**src/rtl/b_uart.sv**
```systemverilog
// b_uart: 8N1 full-duplex UART with fractional phase-accumulator baud timing
module b_uart #(
    parameter int unsigned CLKFREQ = 1000000
) (
    input  logic        clk,
    input  logic        resetq,
    input  logic [31:0] baud,
    input  logic        rx,
    output logic        tx,
    input  logic        rd,
    input  logic        wr,
    output logic        valid,
    output logic        busy,
    input  logic [7:0]  tx_data,
    output logic [7:0]  rx_data
);
    localparam logic [32:0] FREQ = 33'(CLKFREQ);
    localparam logic [32:0] HALF = 33'(CLKFREQ / 2);
    typedef enum logic [1:0] {TX_IDLE, TX_START, TX_DATA, TX_STOP} tx_state_t;
    typedef enum logic [2:0] {RX_IDLE, RX_START, RX_DATA, RX_STOP, RX_WAITHI} rx_state_t;
    tx_state_t   r_tx_state, w_tx_next;
    logic [32:0] r_tx_acc;
    logic [32:0] w_tx_sum;
    logic        w_tx_tick;
    logic        w_tx_go;
    logic [7:0]  r_tx_shr;
    logic [2:0]  r_tx_cnt;
    rx_state_t   r_rx_state, w_rx_next;
    logic [32:0] r_rx_acc;
    logic [32:0] w_rx_sum;
    logic        w_rx_tick;
    logic [2:0]  r_rx_sync;
    logic        w_rx_line;
    logic        w_rx_fall;
    logic        w_rx_done;
    logic [7:0]  r_rx_shr;
    logic [2:0]  r_rx_cnt;
    logic [7:0]  r_rx_data;
    logic        r_valid;

    assign w_tx_sum  = r_tx_acc + {1'b0, baud};
    assign w_tx_tick = w_tx_sum >= FREQ;
    assign w_tx_go   = (r_tx_state == TX_IDLE) && wr;
    assign busy      = r_tx_state != TX_IDLE;

    // TX state register
    always_ff @(posedge clk or posedge resetq)
        if (resetq) r_tx_state <= TX_IDLE;
        else        r_tx_state <= w_tx_next;

    // TX next state and serial line: start bit low, data LSB first, stop/idle high
    always_comb begin
        w_tx_next = r_tx_state;
        tx        = 1'b1;
        case (r_tx_state)
            TX_IDLE:  w_tx_next = wr ? TX_START : TX_IDLE;
            TX_START: begin
                tx        = 1'b0;
                w_tx_next = w_tx_tick ? TX_DATA : TX_START;
            end
            TX_DATA: begin
                tx        = r_tx_shr[0];
                w_tx_next = (w_tx_tick && r_tx_cnt == 3'd7) ? TX_STOP : TX_DATA;
            end
            TX_STOP:  w_tx_next = w_tx_tick ? TX_IDLE : TX_STOP;
            default:  w_tx_next = TX_IDLE;
        endcase
    end

    // TX bit timing restarts at each accepted write so the start bit is a full period
    always_ff @(posedge clk or posedge resetq)
        if (resetq) begin
            r_tx_acc <= '0;
            r_tx_shr <= '0;
            r_tx_cnt <= '0;
        end else begin
            r_tx_acc <= w_tx_go ? '0 : (w_tx_tick ? w_tx_sum - FREQ : w_tx_sum);
            if (w_tx_go) begin
                r_tx_shr <= tx_data;
                r_tx_cnt <= '0;
            end else if (r_tx_state == TX_DATA && w_tx_tick) begin
                r_tx_shr <= r_tx_shr >> 1;
                r_tx_cnt <= r_tx_cnt + 3'd1;
            end
        end

    assign w_rx_line = r_rx_sync[1];
    assign w_rx_fall = r_rx_sync[2] & ~r_rx_sync[1];
    assign w_rx_sum  = r_rx_acc + {1'b0, baud};
    assign w_rx_tick = w_rx_sum >= FREQ;
    assign rx_data   = r_rx_data;
    assign valid     = r_valid;

    // RX two-flop synchronizer plus one history bit for edge detection
    always_ff @(posedge clk or posedge resetq)
        if (resetq) r_rx_sync <= 3'b111;
        else        r_rx_sync <= {r_rx_sync[1:0], rx};

    // RX state register
    always_ff @(posedge clk or posedge resetq)
        if (resetq) r_rx_state <= RX_IDLE;
        else        r_rx_state <= w_rx_next;

    // RX next state; a low stop bit parks in WAITHI so the tail cannot fake a start
    always_comb begin
        w_rx_next = r_rx_state;
        w_rx_done = 1'b0;
        case (r_rx_state)
            RX_IDLE:   w_rx_next = w_rx_fall ? RX_START : RX_IDLE;
            RX_START:  if (w_rx_tick) w_rx_next = w_rx_line ? RX_IDLE : RX_DATA;
            RX_DATA:   if (w_rx_tick && r_rx_cnt == 3'd7) w_rx_next = RX_STOP;
            RX_STOP: begin
                if (w_rx_tick) begin
                    w_rx_next = w_rx_line ? RX_IDLE : RX_WAITHI;
                    w_rx_done = w_rx_line;
                end
            end
            RX_WAITHI: w_rx_next = w_rx_line ? RX_IDLE : RX_WAITHI;
            default:   w_rx_next = RX_IDLE;
        endcase
    end

    // RX datapath: half-period preset puts every tick mid-bit; completion beats rd
    always_ff @(posedge clk or posedge resetq)
        if (resetq) begin
            r_rx_acc  <= '0;
            r_rx_shr  <= '0;
            r_rx_cnt  <= '0;
            r_rx_data <= '0;
            r_valid   <= 1'b0;
        end else begin
            r_rx_acc <= (r_rx_state == RX_IDLE && w_rx_fall) ? HALF :
                        (w_rx_tick ? w_rx_sum - FREQ : w_rx_sum);
            if (r_rx_state == RX_IDLE)
                r_rx_cnt <= '0;
            else if (r_rx_state == RX_DATA && w_rx_tick) begin
                r_rx_shr <= {w_rx_line, r_rx_shr[7:1]};
                r_rx_cnt <= r_rx_cnt + 3'd1;
            end
            if (w_rx_done) r_rx_data <= r_rx_shr;
            r_valid <= w_rx_done | (r_valid & ~rd);
        end
endmodule

```
**config.mk**
```make
export PLATFORM = sky130hd
export DESIGN_NAME = b_uart
export DESIGN_NICKNAME = d
export VERILOG_FILES = /design/src/rtl/b_uart.sv
export SDC_FILE = /design/constraint.sdc
export NUM_CORES = 1
export LEC_CHECK = 0
export CELL_PAD_IN_SITES_DETAIL_PLACEMENT = 1
export CELL_PAD_IN_SITES_GLOBAL_PLACEMENT = 2
export CORE_ASPECT_RATIO = 0.6
export CORE_MARGIN = 3
export CORE_UTILIZATION = 40
export DETAILED_ROUTE_END_ITERATION = 8
export PLACE_DENSITY_LB_ADDON = 0.15
export REMOVE_ABC_BUFFERS = 1
export SLEW_MARGIN = 40
export SYNTH_ARGS = -nofsm -noshare
export SYNTH_HDL_FRONTEND = slang
export SYNTH_SLANG_ARGS = --single-unit
```
**constraint.sdc**
```tcl
create_clock -name clk -period 8.4 [get_ports clk]
set_input_delay 0.84 -clock clk [delete_from_list [all_inputs] [get_ports clk]]
set_output_delay 0.84 -clock clk [all_outputs]
set_load 0.005 [all_outputs]
```
==> flow_summary.toml <==
[run_status]
status = "complete, no violations"

[floorplan]
start_util_pct = 41.6
rows = 41
io_pins = 56
core_area_mm2 = 0.0214
fp.dieW_um = 199
die_y_um = 122
die-area_mm2 = 0.0242

[routing]
wl_um = 29600
drc = 0
vias = 8384
via_per_inst = 6.11
wl_per_cell_um = 21.6
drtIter0Drc = 532
final_antenna_net_count = 0
dr.pass1.iters = 5

[synth]
synth_top_cell_by_area = "dfrtp_1"
yosysWarnings = 0
synth_area_leaders = "dfrtp_1 (29%), ha_1 (10%), a21oi_1 (6.3%)"
ys_async_sr_fraction_pct = 100
netlist_area_mm2 = 0.00892
synth_edf_count = 0
yosysUniqueCellTypes = 72
synth.avg_cell_area_um2 = 8.37
syn_inst = 1065
synth_top_area_share_pct = 28.6
yosysSeqAreaShare_pct = 29.5
ys_ff_latch = 105
synthMostInstantiatedCell = "a21oi_1"
synth_commonest_cells = "a21oi_1 (112), dfrtp_1 (102), nand2_1 (94)"
synth-main-ff-cell = "dfrtp_1"

[sta]
fmax_mhz = 182
final.setup.tns_ps = 0
clock_skew_ps = 10.6
worstMarginPinSlew_ps = 841
hold_violations = 0
rsz0062_at_grt = "false"
slew_violations = 0
slew-limit-headroom_pct = 43.9
layout_min_cycle_time_ps = 5500
setup_slack_ps = 2900
final-setup-viol-count = 0
post-route-period-util_pct = 65.5

[cts]
cts_tree = "built"
htree_levels = 3
cts_root_buf = "clkbuf_16"
path_clk_slew_ps = 70
ctsHoldBuffers = 0
clock_path_buffers = 2
cts_resized = 0
cts_buffers = 9
post_cts_buffers = 0
cts_sinks = 105
insertion_delay_ps = 360

[layout]
insertedDiodeCount = 0
fill_cells = 2577
final_area_mm2 = 0.00998
fin_util_pct = 46.5
drive_gt1_share_pct = 6.59
syn_to_final_growth_pct = 11.9
final_nets = 1207

[placement]
dp_hpwl_um = 23500
dp_slack_ps = 2570
gp_congestion = 0.863
placed_area_mm2 = 0.00966
port_buffers = 55

[setup_path]
slowest_stage = "a21oi_1"
max_stage_delay_ps = 570
endpoint_kind = "flip-flop"
crit_type = "input port to flip-flop"
r2r-start = "r_tx_acc[0]"
crit_chain = "clkdlybuf4s50_1 > ha_1 > fa_1 > a211oi_1 > o211ai_1 > and2_1 > o21ai_0 > a211oi_1 > nor4b_2 > nand4_1 > nor4b_2 > buf_4 > nand3_1 > a21oi_1 > a221o_1"
crit_arrival_ps = 5800
crit_path_start = "baud[0]"
crit_required_ps = 8700
path_max_fanout = 14
critPathLaunchType = "input port"
r2r-end = "r_tx_shr[4]"
r2r_setup_slack_ps = 3480
worstSetupEndpoint = "r_tx_shr[4]"
ff2ff_path_depth = 14

[pwr]
power.total_mw = 5.01
ir_worst_vdd_mv = 0.163
power_density_mw_per_mm2 = 502
total_leakage_power_nw = 4.22

[global_route]
antenna_found_initial = 0
grt_pass1_wl_um = 46700
grt.total_usage_pct = 24.8
grt-ovfl-total = 0
grt_max_degree = 58
grt_pass1_vias = 8023

[min_path]
hold_class = "flip-flop to flip-flop"

[run]
cap_viol_max_count = 0
layer usage:
layer / vias to the layer above / GRT usage [%] / routed length, µm
met5: - / 0 / 0
met4: 0 / 3.68 / 265
met3: 19 / 5.20 / 1770
met1: 4185 / 41.1 / 16200
met2: 172 / 32.7 / 11400
li1: 4008 / - / -
worst min-delay path by stage:
stage,slack (ps),cells after the start,endpoint,start
finish,370,0,r_rx_sync[1],r_rx_sync[0]
global route,370,0,r_rx_sync[1],r_rx_sync[0]
CTS,370,0,r_rx_sync[1],r_rx_sync[0]
detailed placement,350,0,r_rx_sync[1],r_rx_sync[0]
global placement,350,0,r_rx_sync[1],r_rx_sync[0]
floorplan,350,0,r_rx_sync[1],r_rx_sync[0]
kinds of logic (layout without fill, tap and decap cells):
group	after synthesis	after routing	synth area share, %
multiplexers	23	23	2.83
buffers and inverters	68	96	3.14
AO/OA/AOI/OAI	362	362	26.7
XOR/XNOR	65	65	6.38
adder cells (fa/ha/maj)	74	74	10.5
flip-flops	105	105	29.5
AND/OR/NAND/NOR	368	368	20.9
cell usage in the layout (no fill, tap or decap), types with 11 or more instances in the layout:
master           count
a21oi_1            112
dfrtp_1            102
nand2_1             94
nor2_1              90
ha_1                72
clkdlybuf4s50_1     55
o21ai_0             51
nand4_1             37
xnor2_1             37
a21o_1              33
nand3_1             29
xor2_1              28
nor3_1              22
o21a_1              21
inv_1               20
a31oi_1             19
mux2_2              18
a211oi_1            17
o21bai_1            17
o211ai_1            16
and3_1              13
and2_1              12
nand2b_1            12
or2_2               11
layout make-up:
type                       count  area [µm²]  share of cell area [%]
multi-input combinational    892        6020                    60.3
sequential                   105        2630                    26.4
timing repair buffer          59         584                    5.86
tap                          279         349                    3.50
clock buffer                  13         250                    2.51
inverter                      21        81.3                   0.815
clock inverter                 3        65.1                   0.652
through the flow:
step | std cells | hold WS (ps)
finish | 1372 | 368
global route | 1372 | 375
CTS | 1372 | 368
detailed placement | 1356 | 353
global placement | 1356 | 348
floorplan | 1018 | 345
state kept, by name, summed over array words and instances (netlist names):
signal / flops
r_tx_cnt: 3
valid: 1
r_tx_state: 2
r_tx_acc: 33
r_rx_acc: 33
rx_data: 8
r_rx_state: 3
r_rx_shr: 8
r_tx_shr: 8
r_rx_cnt: 3
r_rx_sync: 3
where the power goes:
part / total [mW] / switching [mW] / internal (mW)
clock network: 0.466 / 0.196 / 0.270
registers: 0.908 / 0.133 / 0.775
logic: 3.63 / 2.27 / 1.36
total: 5.01 / 2.60 / 2.41
worst max-delay path: cells and delay by family:
family | cells | cell delay (ps)
AOI/OAI and AO/OA | 6 | 1790
and+or+nand+nor | 5 | 1760
adders and majority gates | 2 | 710
buffers and inverters | 2 | 670
Note: power is estimated with default switching activity, not from simulation.
